`config.mk`:
```
export PLATFORM = sky130hd
export DESIGN_NAME = aes_ctr_sequencer
export DESIGN_NICKNAME = d
export VERILOG_FILES = /design/src/rtl/aes_ctr_sequencer.sv
export SDC_FILE = /design/constraint.sdc
export NUM_CORES = 1
export LEC_CHECK = 0
export CAP_MARGIN = 20
export CELL_PAD_IN_SITES_DETAIL_PLACEMENT = 1
export CELL_PAD_IN_SITES_GLOBAL_PLACEMENT = 1
export CORE_ASPECT_RATIO = 0.6
export CORE_MARGIN = 1.5
export CORE_UTILIZATION = 37
export DETAILED_ROUTE_END_ITERATION = 12
export PLACE_DENSITY = 0.95
export SLEW_MARGIN = 25
export SYNTH_ARGS = -nofsm -noshare
export SYNTH_HDL_FRONTEND = slang
export SYNTH_SLANG_ARGS = --single-unit
```
`constraint.sdc`:
```
create_clock -name clock -period 4.9 [get_ports clock]
set_clock_uncertainty 0.2 [all_clocks]
set_input_delay 0.49 -clock clock [delete_from_list [all_inputs] [get_ports clock]]
set_output_delay 0.49 -clock clock [all_outputs]
set_load 0.02 [all_outputs]
```
`src/rtl/aes_ctr_sequencer.sv`:
```
// aes_ctr_sequencer
//
// CTR-mode job sequencer sitting between the CSR block and the AES core wrapper.
// For each block of a job it:
//   1. issues the current counter block to the AES core (aes_start / aes_block),
//   2. buffers one message block from the upstream valid/ready port,
//   3. captures the returned keystream,
//   4. presents message XOR keystream downstream on a valid/ready port.
// Only the low CTR_W counter bits increment per block (wrapping), upper bits are fixed.
// CTR mode is symmetric, so the same path serves encryption and decryption.
//
// Ports
//   clock, reset       single clock; synchronous active-high reset
//   start, iv,         job request pulse with initial counter block and block count
//   num_blocks         (num_blocks == 0 completes immediately as an empty job)
//   in_data/valid/     message input; single-entry buffer, accepted only while
//   in_ready           waiting for the current block
//   aes_start/block    one-cycle encrypt request; aes_block stable until aes_done
//   aes_done/keystream keystream return from the AES core
//   out_data/valid/    result output, held until out_ready
//   out_ready
//   busy, done         job in progress / one-cycle end-of-job pulse
//   status             {err, busy, done_sticky}
//   status_update      one-cycle strobe whenever status changes
//
// All outputs are registered.

module aes_ctr_sequencer #(
    parameter int unsigned W     = 128,
    parameter int unsigned CTR_W = 32,
    parameter int unsigned CNT_W = 8
) (
    input  logic             clock,
    input  logic             reset,

    input  logic             start,
    input  logic [W-1:0]     iv,
    input  logic [CNT_W-1:0] num_blocks,

    input  logic [W-1:0]     in_data,
    input  logic             in_valid,
    output logic             in_ready,

    output logic             aes_start,
    output logic [W-1:0]     aes_block,
    input  logic             aes_done,
    input  logic [W-1:0]     aes_keystream,

    output logic [W-1:0]     out_data,
    output logic             out_valid,
    input  logic             out_ready,

    output logic             busy,
    output logic             done,
    output logic [2:0]       status,
    output logic             status_update
);

    typedef enum logic [1:0] {
        StIdle,
        StKs,
        StWait,
        StOut
    } state_e;

    // Selects the counter bits that increment; 1 << W wraps to 0 so CTR_W == W gives all ones.
    localparam logic [W-1:0] LowMask = (W'(1) << CTR_W) - W'(1);

    state_e             state_q, state_d;
    logic [W-1:0]       ctr_q, ctr_d;
    logic [CNT_W-1:0]   remaining_q, remaining_d;
    logic [W-1:0]       msg_q, msg_d;
    logic               msg_valid_q, msg_valid_d;
    logic [W-1:0]       ks_q, ks_d;
    logic               ks_valid_q, ks_valid_d;
    logic [W-1:0]       out_data_q, out_data_d;
    logic               out_valid_q, out_valid_d;
    logic               aes_start_q, aes_start_d;
    logic               in_ready_q, in_ready_d;
    logic               busy_q, busy_d;
    logic               done_q, done_d;
    logic               done_sticky_q, done_sticky_d;
    logic               err_q, err_d;
    logic [2:0]         status_q, status_d;
    logic               status_update_q, status_update_d;

    logic [W-1:0]       ctr_inc;

    // Increment the low field only; the carry out of bit CTR_W-1 is discarded by the mask.
    assign ctr_inc = (ctr_q & ~LowMask) | ((ctr_q + W'(1)) & LowMask);

    always_comb begin
        state_d       = state_q;
        ctr_d         = ctr_q;
        remaining_d   = remaining_q;
        msg_d         = msg_q;
        msg_valid_d   = msg_valid_q;
        ks_d          = ks_q;
        ks_valid_d    = ks_valid_q;
        out_data_d    = out_data_q;
        out_valid_d   = out_valid_q;
        done_d        = 1'b0;
        done_sticky_d = done_sticky_q;
        err_d         = err_q;

        unique case (state_q)
            StIdle: begin
                if (start) begin
                    err_d = 1'b0;
                    if (num_blocks != '0) begin
                        ctr_d         = iv;
                        remaining_d   = num_blocks;
                        msg_valid_d   = 1'b0;
                        ks_valid_d    = 1'b0;
                        done_sticky_d = 1'b0;
                        state_d       = StKs;
                    end else begin
                        // Empty job: finish immediately without touching the core.
                        done_d        = 1'b1;
                        done_sticky_d = 1'b1;
                    end
                end
            end

            StKs: begin
                state_d = StWait;
            end

            StWait: begin
                if (in_valid && in_ready_q) begin
                    msg_d       = in_data;
                    msg_valid_d = 1'b1;
                end
                if (aes_done && !ks_valid_q) begin
                    ks_d       = aes_keystream;
                    ks_valid_d = 1'b1;
                end
                // Use the next-state views so a same-cycle arrival goes straight to OUT.
                if (msg_valid_d && ks_valid_d) begin
                    out_data_d  = msg_d ^ ks_d;
                    out_valid_d = 1'b1;
                    state_d     = StOut;
                end
            end

            StOut: begin
                if (out_ready) begin
                    out_valid_d = 1'b0;
                    msg_valid_d = 1'b0;
                    ks_valid_d  = 1'b0;
                    remaining_d = remaining_q - CNT_W'(1);
                    ctr_d       = ctr_inc;
                    if (remaining_q == CNT_W'(1)) begin
                        done_d        = 1'b1;
                        done_sticky_d = 1'b1;
                        state_d       = StIdle;
                    end else begin
                        state_d = StKs;
                    end
                end
            end

            default: begin
                state_d = StIdle;
            end
        endcase

        // Protocol violations: job continues, error is sticky until the next accepted start.
        if (start && (state_q != StIdle)) begin
            err_d = 1'b1;
        end
        if (aes_done && !((state_q == StWait) && !ks_valid_q)) begin
            err_d = 1'b1;
        end

        aes_start_d     = (state_d == StKs);
        in_ready_d      = (state_d == StWait) && !msg_valid_d;
        busy_d          = (state_d != StIdle);
        status_d        = {err_d, busy_d, done_sticky_d};
        status_update_d = (status_d != status_q);
    end

    always_ff @(posedge clock) begin
        if (reset) begin
            state_q         <= StIdle;
            ctr_q           <= '0;
            remaining_q     <= '0;
            msg_q           <= '0;
            msg_valid_q     <= 1'b0;
            ks_q            <= '0;
            ks_valid_q      <= 1'b0;
            out_data_q      <= '0;
            out_valid_q     <= 1'b0;
            aes_start_q     <= 1'b0;
            in_ready_q      <= 1'b0;
            busy_q          <= 1'b0;
            done_q          <= 1'b0;
            done_sticky_q   <= 1'b0;
            err_q           <= 1'b0;
            status_q        <= 3'b000;
            status_update_q <= 1'b0;
        end else begin
            state_q         <= state_d;
            ctr_q           <= ctr_d;
            remaining_q     <= remaining_d;
            msg_q           <= msg_d;
            msg_valid_q     <= msg_valid_d;
            ks_q            <= ks_d;
            ks_valid_q      <= ks_valid_d;
            out_data_q      <= out_data_d;
            out_valid_q     <= out_valid_d;
            aes_start_q     <= aes_start_d;
            in_ready_q      <= in_ready_d;
            busy_q          <= busy_d;
            done_q          <= done_d;
            done_sticky_q   <= done_sticky_d;
            err_q           <= err_d;
            status_q        <= status_d;
            status_update_q <= status_update_d;
        end
    end

    assign aes_start     = aes_start_q;
    assign aes_block     = ctr_q;
    assign in_ready      = in_ready_q;
    assign out_data      = out_data_q;
    assign out_valid     = out_valid_q;
    assign busy          = busy_q;
    assign done          = done_q;
    assign status        = status_q;
    assign status_update = status_update_q;

endmodule

```
==> results.json <==
{
  "powerDensity_mw_per_mm2": 334,
  "area_delta_synth_final_pct": 39.2,
  "cts_max_level": 2,
  "cts_setup_buffers": 0,
  "cts_resized": 0,
  "wirelength_um": 98500,
  "synthesis.nets": 3202,
  "grt_usage_pct": 29.3,
  "drtPass1Iterations": 5,
  "finalHoldViolCount": 0,
  "synthFlopType": "dfxtp_1",
  "grt_max_degree": 195,
  "synth_most_common_cell": "nand2_1",
  "port-buffer-count": 662,
  "cts_sinks": 532,
  "cts_tree": "built",
  "cp-end-kind": "flip-flop",
  "nFillCells": 7128,
  "grt_pass1_vias": 24400,
  "max_stage_delay_ps": 480,
  "start_util_pct": 37.6,
  "slew_viol_final": 0,
  "worst_ep_required_time_ps": 5210,
  "place.gp.congestion": 0.880,
  "drc_errors": 0,
  "yosysSeqAreaShare_pct": 46.3,
  "grt.overflow.total": 0,
  "antenna_found_initial": 29,
  "synth_top_area_share_pct": 46.3,
  "holdWs_ps": 250,
  "synth_seq_cells": 532,
  "max_freq_mhz": 339,
  "crit_chain": "ha_2 -> buf_4 -> nor2b_1 -> a21oi_1 -> nand2_1 -> or3_1 -> a31oi_1",
  "die_w_um": 325,
  "swShare_pct": 28.0,
  "finalCritPeriodShare_pct": 60.3,
  "path_buf_inv": 1,
  "ys_async_sr_fraction_pct": 0,
  "cts-root-buf": "clkbuf_16",
  "cp_max_fo": 38,
  "wire_per_inst_um": 23.3,
  "synthTopCellsByArea": "dfxtp_1 46%, nand2_1 12%, mux2i_1 11%",
  "path_class": "reg -> reg",
  "drv_cap": 0,
  "path_clk_slew_ps": 70,
  "rrSetupSlack_ps": 1950,
  "critPathSlowestCell": "a21oi_1",
  "syn-cell-area_sq_mm": 0.0230,
  "row_count": 70,
  "hp-class": "in -> reg",
  "syn_avg_cell_area_sq_um": 8.23,
  "pwr-share-seq_pct": 43.2,
  "synth_top_area_cell": "dfxtp_1",
  "leakagePower_uw": 0.0106,
  "ant_nets": 0,
  "die_y_um": 196,
  "period_minus_slack_ps": 2950,
  "cts-buffers-inserted": 51,
  "switching_power_uw": 3000,
  "cp.arrival_ps": 3260,
  "die_area_sq_mm": 0.0637,
  "fin_nets": 3734,
  "drt-vias-per-instance": 5.45,
  "clock_latency_ps": 610,
  "drive_gt1_share_pct": 4.13,
  "place_hpwl_um": 66100,
  "totalNegativeSetupSlack_ps": 0,
  "synth_edf_count": 0,
  "setup_violations": 0,
  "p_int_uw": 7710,
  "yosysWarnings": 0,
  "netlist_instances": 2797,
  "tightest_slew_ps": 1060,
  "grt_pass1_wl_um": 146000,
  "ys_types": 53,
  "slew_headroom_pct": 29.0,
  "cts-hold-fix-buffers": 0,
  "yosys-top-cells-count": "752 x nand2_1, 532 x dfxtp_1, 394 x a21oi_1",
  "coreArea_sq_mm": 0.0612,
  "via_count": 23000,
  "cp_top_family": "simple AND/OR/NAND/NOR gates",
  "cp-start-kind": "flip-flop",
  "pwr-share-clk_pct": 39.3,
  "rsz0062_at_grt": "no",
  "drt_iter0_drc": 1317,
  "ir_worst_vdd_mv": 0.319,
  "status": "complete, no violations",
  "clk_path_buf_depth": 3,
  "io_pins": 663,
  "ff_latch_area_sq_mm": 0.0107,
  "multiInputGateArea_sq_mm": 0.0115,
  "p_comb_share_pct": 17.4
}
## power by group through the flow
stage | sequential (uW) | clock, uW | combinational [uW]
after floorplan | 4840 | 0 | 793
after global placement | 4710 | 0 | 1770
after detailed placement | 4720 | 0 | 1840
after CTS | 4620 | 4280 | 1860
after global routing | 4640 | 4440 | 1980
final | 4630 | 4210 | 1870
## worst reg2reg max path, delay by kind of cell, from the launching register on
family,cells,cell delay (ps)
adder cells (fa/ha/maj),1,380
flip-flops,1,360
buffers and inverters,1,350
AO/OA/AOI/OAI,2,640
AND/OR/NAND/NOR,3,940
## sequential cells by signal (all words and copies together) (netlist names)
name	flops
aes_block	128
aes_start	1
done	1
err_q	1
in_ready	1
ks_q	128
ks_valid_q	1
msg_q	128
msg_valid_q	1
out_data	128
out_valid	1
remaining_q	8
state_q	2
status	2
status_update	1
## per-layer routing
layer | share of wire, % | up-vias | GRT usage (%)
met5 | 0.055 | - | 0
met4 | 5.6 | 8 | 15.8
met3 | 6.0 | 306 | 7.15
met2 | 48 | 781 | 49.6
met1 | 41 | 11300 | 34.4
li1 | - | 10600 | -
## cells in the final DEF (no fill, tap or decap), types with 4 or more instances in the layout
master | synthesis | routed
nand2_1 | 752 | 749
clkdlybuf4s50_1 | 0 | 661
dfxtp_1 | 532 | 532
a21oi_1 | 394 | 394
mux2i_1 | 259 | 259
nor2_1 | 166 | 165
a211oi_1 | 142 | 142
xnor2_1 | 128 | 128
clkbuf_16 | 0 | 52
buf_4 | 3 | 29
diode_2 | 0 | 27
o21ai_1 | 25 | 25
nor3_1 | 23 | 22
o21ai_0 | 19 | 19
nand3_1 | 14 | 14
inv_1 | 11 | 11
clkbuf_1 | 185 | 11
nor2b_1 | 11 | 10
clkbuf_8 | 0 | 10
clkinv_2 | 0 | 10
nor4_1 | 9 | 9
nand2b_1 | 7 | 7
nand4_1 | 6 | 6
and3_1 | 6 | 6
a31oi_1 | 6 | 6
o22ai_1 | 6 | 6
ha_1 | 7 | 6
or2_2 | 5 | 5
bufinv_16 | 0 | 5
buf_12 | 0 | 5
and4_1 | 4 | 4
or4_1 | 4 | 4
a22oi_1 | 4 | 4
## logic make-up (layout without fill, tap and decap cells)
logic type      count (synthesis)  after routing  share of synthesized area (%)
simple gates                 1015           1015                           17.5
compound gates                623            623                           15.7
flops                         532            532                           46.3
mux                           260            260                           11.3
buf+inv                       230            802                           3.86
xor+xnor                      130            130                           4.95
fa+ha+maj                       7              7                          0.381
other cells                     0             27                              0
## cell type report
type,instances,share of cell area [%]
antenna,27,0.211
clock buffer,73,4.62
clock inverter,20,0.781
inverter,12,0.141
multi-input combinational,2035,36.0
sequential,532,33.2
tap,828,3.23
timing repair buffer,697,21.8
## final timing paths
kind | from | cells after the start | end
max | state_q[0] | 7 | aes_block[13]
min | iv[120] | 3 | aes_block[120]
max reg2reg | state_q[0] | 7 | aes_block[13]
min reg2reg | aes_block[35] | 2 | aes_block[35]
## per-stage QoR
step / worst slack [ps] / instances / utilization, % / power, uW / cell area [sq um]
after floorplan: 2490 / 2797 / - / 5630 / 23000
final: 1950 / 4224 / 52.3 / 10700 / 32000
after global routing: 1770 / 4222 / 52.3 / 11100 / 32000
after global placement: 1520 / 4103 / 49.3 / 6480 / 30200
after CTS: 2000 / 4197 / 52.2 / 10800 / 32000
after detailed placement: 1410 / 4104 / 49.4 / 6550 / 30200
Note: power is estimated with default switching activity, not from simulation.
